`src/rtl/lcd_bus_decoder.sv`:
```
// Receive side of an 8080-style LCD bus: synchronizes the strobes, decodes
// CASET/PASET/RAMWR/SWRESET and emits windowed pixel writes with coordinates.
module lcd_bus_decoder #(
  parameter int H_RES = 240,
  parameter int V_RES = 320,
  parameter int CW    = 16
) (
  input  logic          i_clk,
  input  logic          i_reset_n,
  input  logic [15:0]   i_lcd_data,
  input  logic          i_lcd_dc,
  input  logic          i_lcd_wr,
  input  logic          i_lcd_rd,
  input  logic          i_lcd_reset_n,
  output logic          o_pix_valid,
  output logic [CW-1:0] o_pix_x,
  output logic [CW-1:0] o_pix_y,
  output logic [15:0]   o_pix_data,
  output logic          o_cmd_valid,
  output logic [7:0]    o_cmd_code,
  output logic          o_frame_done,
  output logic          o_err_win,
  output logic          o_err_rd
);

  typedef enum logic [1:0] {S_IDLE, S_CASET, S_PASET, S_RAMWR} state_t;

  logic          r_wr_s1, r_wr_s2, r_wr_s3;
  logic          r_dc_s1, r_dc_s2;
  logic [15:0]   r_data_s1, r_data_s2;
  logic          r_rd_s1, r_rd_s2;
  logic          r_lrst_s1, r_lrst_s2;

  state_t        r_state;
  logic [1:0]    r_idx;
  logic [7:0]    r_p0, r_p1, r_p2;
  logic [CW-1:0] r_sc, r_ec, r_sp, r_ep, r_x, r_y;

  logic          w_evt, w_cmd, w_dat, w_win_ok, w_in_bounds, w_last_col, w_last_row;
  logic [15:0]   w_start, w_end;

  // Strobe/data synchronizers; idle levels avoid a false edge or read error after reset.
  always_ff @(posedge i_clk or negedge i_reset_n) begin
    if (!i_reset_n) begin
      r_wr_s1   <= 1'b1;
      r_wr_s2   <= 1'b1;
      r_wr_s3   <= 1'b1;
      r_dc_s1   <= 1'b0;
      r_dc_s2   <= 1'b0;
      r_data_s1 <= 16'h0000;
      r_data_s2 <= 16'h0000;
      r_rd_s1   <= 1'b1;
      r_rd_s2   <= 1'b1;
      r_lrst_s1 <= 1'b0;
      r_lrst_s2 <= 1'b0;
    end else begin
      r_wr_s1   <= i_lcd_wr;
      r_wr_s2   <= r_wr_s1;
      r_wr_s3   <= r_wr_s2;
      r_dc_s1   <= i_lcd_dc;
      r_dc_s2   <= r_dc_s1;
      r_data_s1 <= i_lcd_data;
      r_data_s2 <= r_data_s1;
      r_rd_s1   <= i_lcd_rd;
      r_rd_s2   <= r_rd_s1;
      r_lrst_s1 <= i_lcd_reset_n;
      r_lrst_s2 <= r_lrst_s1;
    end
  end

  assign w_evt       = r_wr_s2 & ~r_wr_s3 & r_lrst_s2;
  assign w_cmd       = w_evt & ~r_dc_s2;
  assign w_dat       = w_evt & r_dc_s2;
  assign w_win_ok    = (r_sc <= r_ec) && (r_sp <= r_ep);
  assign w_in_bounds = (r_x < CW'(H_RES)) && (r_y < CW'(V_RES));
  assign w_last_col  = (r_x == r_ec);
  assign w_last_row  = (r_y == r_ep);
  assign w_start     = {r_p0, r_p1};
  assign w_end       = {r_p2, r_data_s2[7:0]};

  // Command decode, window parameter assembly and pixel cursor.
  always_ff @(posedge i_clk or negedge i_reset_n) begin
    if (!i_reset_n) begin
      r_state      <= S_IDLE;
      r_idx        <= 2'd0;
      r_p0         <= 8'h00;
      r_p1         <= 8'h00;
      r_p2         <= 8'h00;
      r_sc         <= '0;
      r_ec         <= CW'(H_RES - 1);
      r_sp         <= '0;
      r_ep         <= CW'(V_RES - 1);
      r_x          <= '0;
      r_y          <= '0;
      o_pix_valid  <= 1'b0;
      o_pix_x      <= '0;
      o_pix_y      <= '0;
      o_pix_data   <= 16'h0000;
      o_cmd_valid  <= 1'b0;
      o_cmd_code   <= 8'h00;
      o_frame_done <= 1'b0;
      o_err_win    <= 1'b0;
      o_err_rd     <= 1'b0;
    end else if (!r_lrst_s2) begin
      r_state      <= S_IDLE;
      r_idx        <= 2'd0;
      r_p0         <= 8'h00;
      r_p1         <= 8'h00;
      r_p2         <= 8'h00;
      r_sc         <= '0;
      r_ec         <= CW'(H_RES - 1);
      r_sp         <= '0;
      r_ep         <= CW'(V_RES - 1);
      r_x          <= '0;
      r_y          <= '0;
      o_pix_valid  <= 1'b0;
      o_pix_x      <= '0;
      o_pix_y      <= '0;
      o_pix_data   <= 16'h0000;
      o_cmd_valid  <= 1'b0;
      o_cmd_code   <= 8'h00;
      o_frame_done <= 1'b0;
      o_err_win    <= 1'b0;
      o_err_rd     <= 1'b0;
    end else begin
      o_pix_valid  <= 1'b0;
      o_cmd_valid  <= 1'b0;
      o_frame_done <= 1'b0;
      if (!r_rd_s2) begin
        o_err_rd <= 1'b1;
      end
      if (w_cmd) begin
        o_cmd_valid <= 1'b1;
        o_cmd_code  <= r_data_s2[7:0];
        r_idx       <= 2'd0;
        case (r_data_s2[7:0])
          8'h2A: r_state <= S_CASET;
          8'h2B: r_state <= S_PASET;
          8'h2C: begin
            r_state <= S_RAMWR;
            r_x     <= r_sc;
            r_y     <= r_sp;
          end
          8'h01: begin
            r_state <= S_IDLE;
            r_sc    <= '0;
            r_ec    <= CW'(H_RES - 1);
            r_sp    <= '0;
            r_ep    <= CW'(V_RES - 1);
          end
          default: r_state <= S_IDLE;
        endcase
      end else if (w_dat) begin
        case (r_state)
          S_CASET, S_PASET: begin
            r_idx <= r_idx + 2'd1;
            case (r_idx)
              2'd0: r_p0 <= r_data_s2[7:0];
              2'd1: r_p1 <= r_data_s2[7:0];
              2'd2: r_p2 <= r_data_s2[7:0];
              default: begin
                // Start and end commit together so a partial window is never visible.
                if (r_state == S_CASET) begin
                  r_sc <= CW'(w_start);
                  r_ec <= CW'(w_end);
                end else begin
                  r_sp <= CW'(w_start);
                  r_ep <= CW'(w_end);
                end
                r_state <= S_IDLE;
              end
            endcase
          end
          S_RAMWR: begin
            if (w_win_ok) begin
              o_pix_x      <= r_x;
              o_pix_y      <= r_y;
              o_pix_data   <= r_data_s2;
              o_pix_valid  <= w_in_bounds;
              o_frame_done <= w_last_col && w_last_row;
              if (w_last_col) begin
                r_x <= r_sc;
                r_y <= w_last_row ? r_sp : r_y + CW'(1);
              end else begin
                r_x <= r_x + CW'(1);
              end
            end else begin
              o_err_win <= 1'b1;
            end
          end
          default: r_state <= r_state;
        endcase
      end
    end
  end

endmodule

```
`config.mk`:
```
export PLATFORM = sky130hd
export DESIGN_NAME = lcd_bus_decoder
export DESIGN_NICKNAME = d
export VERILOG_FILES = /design/src/rtl/lcd_bus_decoder.sv
export SDC_FILE = /design/constraint.sdc
export NUM_CORES = 1
export LEC_CHECK = 0
export ABC_AREA = 1
export CORE_MARGIN = 2
export CORE_UTILIZATION = 54
export DETAILED_ROUTE_END_ITERATION = 8
export PLACE_DENSITY = 0.77
export SYNTH_ARGS = -nofsm -noshare
export SYNTH_HDL_FRONTEND = slang
export SYNTH_SLANG_ARGS = --single-unit
```
`constraint.sdc`:
```
create_clock -name i_clk -period 1.94 [get_ports i_clk]
set_input_delay 0.388 -clock i_clk [delete_from_list [all_inputs] [get_ports i_clk]]
set_output_delay 0.388 -clock i_clk [all_outputs]
set_load 0.02 [all_outputs]
```
==> results of run 1 <==
[placed cells by master (no fill, tap or decap), types with 3 or more instances in the layout]
cell and n:
dlymetal6s2s_1 30, inv_1 191, nor2_1 123, buf_12 20, dfrtp_1 206, clkbuf_1 4, buf_4 109, buf_6 11
buf_16 4, a21oi_1 16, dfstp_2 19, clkinv_2 4, o21ai_2 32, a21oi_2 8, ha_4 9, xor2_1 26
bufinv_16 3, o21ai_1 24, clkbuf_16 41, clkdlybuf4s50_1 48, nand3_1 64, nand3_4 5, o21ai_0 46, nand4_1 55
nand2_1 397, dlygate4sd2_1 3, nor2_4 3, nand2_2 92, inv_2 25, nor3_1 15, nor2_2 7, o22ai_2 4
ha_1 31, clkbuf_8 6, nand2_4 47
[cell families (layout without fill, tap and decap cells)]
| group | Yosys count | after routing |
|---|---|---|
| and+or+nand+nor | 815 | 816 |
| buffers and inverters | 289 | 508 |
| DFF | 226 | 226 |
| AOI/OAI and AO/OA | 138 | 138 |
| adders and majority gates | 40 | 40 |
| xor gates and xnor gates | 26 | 26 |
| other | 0 | 1 |
[worst max-delay path, cell delays in order (launching register included)]
cell	delay [ns]
dfrtp_1	0.36
inv_1	0.06
ha_1	0.31
a21oi_1	0.18
o21ai_0	0.12
a21oi_1	0.23
nand2_1	0.09
nand2_2	0.13
nand2_4	0.07
nand2_4	0.08
nand3_4	0.10
buf_12	0.18
buf_16	0.16
nand2_4	0.06
nand2_2	0.08
[routing by layer]
metal	share of wire (%)	vias to the layer above	wire, um
li1	-	5194	-
met1	40	5389	15500
met2	46	571	18100
met3	8.7	126	3380
met4	5.0	0	1930
met5	0	-	0
[layout make-up]
class / count / share of cell area, %
Inverter: 218 / 5.12
Antenna cell: 1 / 0.0153
Multi-Input combinational cell: 1020 / 35.5
Timing Repair inverter: 1 / 0.0537
Timing Repair Buffer: 244 / 17.0
Sequential cell: 226 / 34.8
Clock inverter: 10 / 0.898
Tap cell: 275 / 2.11
Clock buffer: 35 / 4.43
[power by group]
part	switching, mW	leakage [nW]	internal, mW
Sequential	0.736	2.92	5.47
Clock	2.02	0.428	3.01
Combinational	3.31	5.72	2.57
[how the worst max path moves through the flow]
stage,start,endpoint,slack (ns),cells after the start
CTS,r_ep[3],o_pix_data[4],-0.24,17
detailed placement,r_ep[15],o_pix_x[7],-0.21,14
finish,r_ep[11],o_pix_data[14],-0.41,14
global placement,r_ep[4],o_pix_data[12],-0.16,12
global route,r_ec[11],o_pix_data[14],-0.46,16
floorplan,r_ec[5],o_pix_data[0],-0.005,15
[repair_timing]
item | in CTS | in global routing
cloned | 5 | 23
hold buffers | 1 | 0
gates resized for setup | 28 | 318
setup buffers | 2 | 16
pin swaps | 2 | 19
hold endpoints to repair | 28 | 0
setup endpoints to repair | 88 | 177
[flip-flops by register name (all words and copies together) (netlist names), 16 cells and up]
| register | count |
|---|---|
| r_x | 16 |
| r_data_s1 | 16 |
| r_ec | 16 |
| o_pix_data | 16 |
| o_pix_y | 16 |
| r_sc | 16 |
| o_pix_x | 16 |
| r_ep | 16 |
| r_sp | 16 |
| r_data_s2 | 16 |
| r_y | 16 |
==> results.json, run 1 <==
{
  "outcome": "finished with violations",
  "failed_checks": "setup timing",
  "worstPathArrival_ns": 2.77,
  "dpl_cell_area_um2": 13700,
  "crit_required_ns": 2.36,
  "postSynthCellCount": 1534,
  "cp_max_fo": 7,
  "use_met3_pct": 4.82,
  "multiInputGateArea_um2": 5790,
  "synth_xor_area_share_pct": 1.95,
  "end_kind": "register",
  "hold_start": "i_lcd_wr",
  "synth_common_cells": "530 x nand2_1, 207 x dfrtp_1, 204 x inv_1",
  "io_buffers": 82,
  "fin_crit_ns": 2.35,
  "synth.largest_area_cell": "dfrtp_1",
  "min_to": "r_wr_s1",
  "synth_compound_area_share_pct": 6.22,
  "synth-edff-count": 0,
  "syn-num-nets": 1596,
  "synthTopCellsByArea": "dfrtp_1 44%, nand2_1 17%, inv_1 6.6%",
  "reg2regPathDepth": 14,
  "finClkSkew_ns": 0.0216,
  "initial_core_util_pct": 55.2,
  "syn-cell-area_um2": 11700,
  "r2r_slack_ns": -0.41,
  "r2r_start": "r_ep[11]",
  "cts_root_buf": "clkbuf_16",
  "ant_nets": 0,
  "clock_sinks": 226,
  "wirelength_mm": 38.9,
  "busiest_layer": "met2",
  "grt_pass1_wl_mm": 52.6,
  "avgRoutedWirePerCell_um": 19.2,
  "vias_per_cell": 5.56,
  "finalSetupTns_ns": -32.96,
  "synth_top_area_share_pct": 44.4,
  "total_power_mw": 17.1,
  "synth_top_family_by_area": "simple AND/OR/NAND/NOR gates",
  "die-height_um": 151,
  "nFillCells": 1411,
  "drt_iter0_drc": 1175,
  "die_w_um": 151,
  "postSynthAreaPerCell_um2": 7.61,
  "gr-usage-all-layers_pct": 29.8,
  "async_flop_share_pct": 100,
  "insertion_delay_ns": 0.55,
  "clockBufferDepth": 3,
  "rsz0062_at_grt": "true",
  "worstHoldPathCells": 1,
  "final_area_um2": 16300,
  "grt_max_degree": 71,
  "gp_congestion": 0.918,
  "numCtsBuffers": 25,
  "max_freq_mhz": 425,
  "met1_usage_pct": 42.8,
  "cts_tree": "yes",
  "hold_class": "input pin to register",
  "p_leak_nw": 9.07,
  "setup_slack_ns": -0.414,
  "cap_violations": 0,
  "synth_simple_gate_area_share_pct": 28.9,
  "globalRouteOverflowTotal": 0,
  "yosys_warnings": 0,
  "ir_drop_v": 0.000907,
  "max-slew-margin-rel_pct": 61.0,
  "place.detailed.hpwl_mm": 23.1,
  "fin_util_pct": 77.1,
  "die-area_um2": 22800,
  "final_nets": 1798,
  "hold_slack_ns": 0.245,
  "setup_violations": 144,
  "seq_area_frac_synth_pct": 48.6,
  "cts_max_level": 1,
  "setup.worst_path.start_class": "register",
  "fin_crit_sh_pct": 121,
  "hold_viol_final": 0,
  "drc": 0,
  "firstDrtPassIters": 6,
  "grt_pass1_vias": 9925,
  "tightest_slew_ns": 0.583,
  "met2_usage_pct": 46.5,
  "power.density_nw_per_um2": 1050,
  "critPathKind": "register to register",
  "dp.cells": 1938,
  "vias": 11280,
  "synth_top_flop_cell": "dfrtp_1",
  "synthMuxAreaShare_pct": 0,
  "seqCellArea_um2": 5680,
  "ys_ff_latch": 226,
  "placeableCoreArea_um2": 21200,
  "clk_pin_slew_ns": 0.07,
  "yosys.cell_types.count": 34,
  "antenna_found_initial": 0,
  "synth_fa_ha_area_share_pct": 4.29,
  "yosysMostFrequentCell": "nand2_1",
  "final_cells": 2030,
  "report.final.slew_viol_count": 0,
  "synthToLayoutAreaGrowth_pct": 39.7,
  "post-place-ws_ns": -0.212,
  "ios": 83,
  "r2r_end": "o_pix_data[14]",
  "drive_above_1_share_pct": 26.5,
  "placementRows": 53
}
Note: power is estimated with default switching activity, not from simulation.
==> run 2: changes to the inputs <==
--- a/config.mk
+++ b/config.mk
@@ -7,9 +7,10 @@
 export LEC_CHECK = 0
 export ABC_AREA = 1
 export CORE_MARGIN = 2
-export CORE_UTILIZATION = 54
+export CORE_UTILIZATION = 50
 export DETAILED_ROUTE_END_ITERATION = 8
-export PLACE_DENSITY = 0.77
+export PLACE_DENSITY = 0.72
+export SKIP_CTS_REPAIR_TIMING = 1
 export SYNTH_ARGS = -nofsm -noshare
 export SYNTH_HDL_FRONTEND = slang
 export SYNTH_SLANG_ARGS = --single-unit
==> constraint.sdc (replaced) <==
create_clock -name i_clk -period 1.94 [get_ports i_clk]
set_input_delay 0.194 -clock i_clk [delete_from_list [all_inputs] [get_ports i_clk]]
set_output_delay 0.194 -clock i_clk [all_outputs]
set_load 0.02 [all_outputs]
==> results.json, run 2 (synthesis results as in run 1) <==
{
  "drc": 0,
  "drt_iter0_drc": 905,
  "io_buffers": 82,
  "finClkSkew_ns": 0.0181,
  "power.density_nw_per_um2": 1050,
  "cts_root_buf": "clkbuf_16",
  "setup_slack_ns": -0.285,
  "grt_pass1_wl_mm": 49.7,
  "clk_pin_slew_ns": 0.06,
  "cts_tree": "yes",
  "fin_crit_ns": 2.23,
  "placementRows": 55,
  "insertion_delay_ns": 0.55,
  "end_kind": "register",
  "grt_pass1_vias": 9504,
  "grt_max_degree": 62,
  "hold_viol_final": 0,
  "rsz0062_at_grt": "true",
  "fin_util_pct": 66.0,
  "hold_class": "input pin to register",
  "worstPathArrival_ns": 2.65,
  "place.detailed.hpwl_mm": 22.5,
  "p_leak_nw": 7.76,
  "placeableCoreArea_um2": 22800,
  "die_w_um": 157,
  "max-slew-margin-rel_pct": 57.4,
  "seqCellArea_um2": 5680,
  "n_antenna_cell": 0,
  "wirelength_mm": 32.6,
  "vias_per_cell": 5.19,
  "tightest_slew_ns": 0.639,
  "cts_max_level": 1,
  "multiInputGateArea_um2": 5200,
  "clockBufferDepth": 3,
  "setup_violations": 107,
  "crit_required_ns": 2.36,
  "final_common_cell": "nand2_1",
  "vias": 10541,
  "globalRouteOverflowTotal": 0,
  "failed_checks": "setup timing",
  "ir_drop_v": 0.000747,
  "initial_core_util_pct": 51.3,
  "setup.worst_path.start_class": "register",
  "antenna_found_initial": 0,
  "fin_crit_sh_pct": 115,
  "ios": 83,
  "drive_above_1_share_pct": 16.5,
  "final_cell_mix": "509 x nand2_1, 206 x dfrtp_1, 193 x inv_1",
  "critPathKind": "register to register",
  "report.final.slew_viol_count": 0,
  "avgRoutedWirePerCell_um": 16.1,
  "gr-usage-all-layers_pct": 25.7,
  "numCtsBuffers": 25,
  "die-height_um": 157,
  "hold_slack_ns": 0.0503,
  "firstDrtPassIters": 5,
  "die-area_um2": 24600,
  "gp_congestion": 0.938,
  "final_nets": 1761,
  "synthToLayoutAreaGrowth_pct": 28.7,
  "clock_sinks": 226,
  "cap_violations": 0,
  "outcome": "finished with violations",
  "nFillCells": 1880,
  "cp_max_fo": 28,
  "max_freq_mhz": 449,
  "ant_nets": 0
}
-- run 2: cell count changes in the layout (fill, tap and decap cells not counted), sizes merged, moves of 3 or more --
cell,previous run,this run
dlygate4sd2,3,0
dlymetal6s2s,30,0
clkbuf,51,43
buf,146,120
clkdlybuf4s50,48,81
-- run 2: power by group --
group,switching [mW],internal [mW],leakage (nW),total [mW]
clock network,1.96,2.91,0.412,4.87
registers,0.634,5.47,2.92,6.10
logic,2.74,2.04,4.42,4.78
-- run 2: worst max-delay path, cell delays in order, from the launching register on --
cell and delay (ns):
dfstp_2 0.52, inv_1 0.06, ha_1 0.26, nand2_1 0.12
nor2_1 0.09, nor2_1 0.14, nand2_1 0.07, nand2_1 0.06
nand2_1 0.06, nand2_2 0.09, nand2_2 0.08, nand2_4 0.12
nand3_4 0.12, buf_12 0.18, nand2_1 0.07, nand2_1 0.05
-- run 2: path summary, 6_finish.rpt --
| path | from | end | slack (ns) | cells past startpoint |
|---|---|---|---|---|
| max | r_ec[6] | o_pix_y[10] | -0.29 | 15 |
| min | i_lcd_rd | r_rd_s1 | 0.05 | 1 |
| max reg2reg | r_ec[6] | o_pix_y[10] | -0.29 | 15 |
| min reg2reg | r_data_s1[13] | r_data_s2[13] | 0.34 | 0 |
| max in group asynchronous | i_reset_n | r_ep[4] | 1.12 | 3 |
| min in group asynchronous | i_reset_n | r_y[8] | 0.15 | 2 |
-- run 2: layout make-up --
class	count	share of cell area, %
flip-flops and latches	226	37.8
multi-input cells	1020	34.6
repair buffers	208	13.9
inverters	218	5.45
clock buffers	37	4.66
well taps	313	2.61
clock inverters	9	0.899
-- run 2: per-layer routing --
metal  vias up  part of all wire [%]  track usage (%)
met3        72                   6.8             3.71
met2       429                    44             39.6
met4         0                   3.5             7.34
li1       5111                     -                -
met1      4929                    45             37.8
met5         -                     0                0
-- run 2: metrics by stage --
step	instances	setup WS (ns)	setup TNS (ns)	total power, mW	area [um^2]
global placement	1971	-0.151	-10.61	10.4	13700
finish	2031	-0.285	-21.46	15.8	15000
detailed placement	1971	-0.222	-14.72	10.5	13700
global route	2031	-0.401	-37.11	16.6	15000
floorplan	1534	-0.00489	-0.0978	8.64	11800
CTS	2017	-0.251	-16.88	15.4	14500
==> run 3: changes to the inputs <==
--- a/config.mk
+++ b/config.mk
@@ -6,11 +6,12 @@
 export NUM_CORES = 1
 export LEC_CHECK = 0
 export ABC_AREA = 1
-export CORE_MARGIN = 2
-export CORE_UTILIZATION = 50
+export CORE_MARGIN = 5
+export CORE_UTILIZATION = 54
 export DETAILED_ROUTE_END_ITERATION = 8
-export PLACE_DENSITY = 0.72
+export PLACE_DENSITY = 0.77
 export SKIP_CTS_REPAIR_TIMING = 1
+export SLEW_MARGIN = 10
 export SYNTH_ARGS = -nofsm -noshare
 export SYNTH_HDL_FRONTEND = slang
 export SYNTH_SLANG_ARGS = --single-unit
==> results.json, run 3 (synthesis results as in run 1) <==
{
  "die-area_um2": 24700,
  "drt_iter0_drc": 835,
  "setup.worst_path.start_class": "register",
  "end_kind": "register",
  "grt_pass1_wl_mm": 51.4,
  "crit_required_ns": 2.34,
  "final_nets": 1772,
  "ios": 83,
  "drc": 0,
  "outcome": "finished with violations",
  "r2r_slack_ns": -0.33,
  "gr-usage-all-layers_pct": 25.9,
  "place.detailed.hpwl_mm": 23.1,
  "avgRoutedWirePerCell_um": 16.9,
  "ant_nets": 0,
  "synthToLayoutAreaGrowth_pct": 28.0,
  "rsz0062_at_grt": "true",
  "firstDrtPassIters": 6,
  "cts_tree": "yes",
  "die-height_um": 157,
  "gp_congestion": 0.930,
  "placeableCoreArea_um2": 21200,
  "die_w_um": 157,
  "drive_above_1_share_pct": 16.6,
  "wirelength_mm": 33.8,
  "numCtsBuffers": 24,
  "cts_root_buf": "clkbuf_16",
  "clockBufferDepth": 3,
  "hold_viol_final": 0,
  "failed_checks": "setup timing",
  "final_cell_mix": "498 x nand2_1, 206 x dfrtp_1, 195 x inv_1",
  "placementRows": 53,
  "p_leak_nw": 7.82,
  "post-place-ws_ns": -0.240,
  "antenna_found_initial": 0,
  "cp_max_fo": 14,
  "clock_sinks": 226,
  "clk_pin_slew_ns": 0.06,
  "n_antenna_cell": 0,
  "io_buffers": 82,
  "ir_drop_v": 0.000793,
  "nFillCells": 1686,
  "final_common_cell": "nand2_1",
  "final_cells": 2003,
  "critPathKind": "register to register",
  "initial_core_util_pct": 55.2,
  "dp.cells": 1943,
  "max-slew-margin-rel_pct": 60.9,
  "worstPathArrival_ns": 2.67,
  "fin_crit_ns": 2.27,
  "vias_per_cell": 5.37,
  "setup_slack_ns": -0.328,
  "max_freq_mhz": 441,
  "report.final.slew_viol_count": 0,
  "cts_max_level": 1,
  "cap_violations": 0,
  "setup_violations": 112,
  "grt_max_degree": 75,
  "tightest_slew_ns": 0.587,
  "finClkSkew_ns": 0.0117,
  "insertion_delay_ns": 0.53,
  "globalRouteOverflowTotal": 0,
  "total_power_mw": 15.5,
  "hold_class": "input pin to register",
  "fin_crit_sh_pct": 117,
  "vias": 10761,
  "grt_pass1_vias": 9888,
  "power.density_nw_per_um2": 1040
}
## run 3: path summary, 6_finish.rpt
| path | startpoint | endpoint | depth (start not counted) |
|---|---|---|---|
| setup / recovery | r_ec[7] | o_pix_y[13] | 14 |
| max in group asynchronous | i_reset_n | r_p0[2] | 3 |
| hold reg to reg | r_data_s1[10] | r_data_s2[10] | 0 |
| setup reg to reg | r_ec[7] | o_pix_y[13] | 14 |
| min in group asynchronous | i_reset_n | o_pix_y[0] | 2 |
| hold / removal | i_lcd_rd | r_rd_s1 | 1 |
## run 3: stage by stage
step,setup TNS (ns),hold WS (ns),cell area [um^2],utilization (%)
after floorplan,-0.0978,-0.102,11800,-
after CTS,-18.17,-0.353,14500,68.4
after detailed placement,-16.02,0.195,13700,64.8
after global routing,-40.86,0.0686,14900,70.7
after global placement,-12.15,0.193,13700,64.8
final,-22.60,0.0840,14900,70.7
## run 3: layout make-up
class | count | area, um^2 | area share, %
multi-input combinational | 1020 | 5170 | 34.6
tap | 275 | 344 | 2.30
clock inverter | 10 | 115 | 0.770
sequential | 226 | 5680 | 38.0
inverter | 218 | 818 | 5.47
timing repair buffer | 220 | 2160 | 14.4
clock buffer | 34 | 658 | 4.40
## run 3: power breakdown
group          total [mW]  internal, mW  switching (mW)
Sequential           6.11          5.47           0.648
Combinational        4.86          2.07            2.79
Clock                4.53          2.64            1.89
## run 3: worst max-delay path, stage by stage, from the launching register on
cell and delay [ns]:
dfstp_2 0.53, inv_2 0.05, ha_4 0.23, a21o_1 0.18, nor2_1 0.11, nand2_1 0.10
nand2_1 0.07, nand2_1 0.05, nand2_2 0.12, nand2_4 0.08, nand2_4 0.12, nand3_4 0.17
clkbuf_16 0.22, nand2_1 0.06, nand2_1 0.06
## run 3: metal layers
metal,global-route usage (%),wire length (um),part of all wire (%)
met2,39.9,15200,45
met1,38.1,14600,43
met5,0,0,0
met4,8.89,1450,4.3
met3,3.22,2580,7.6
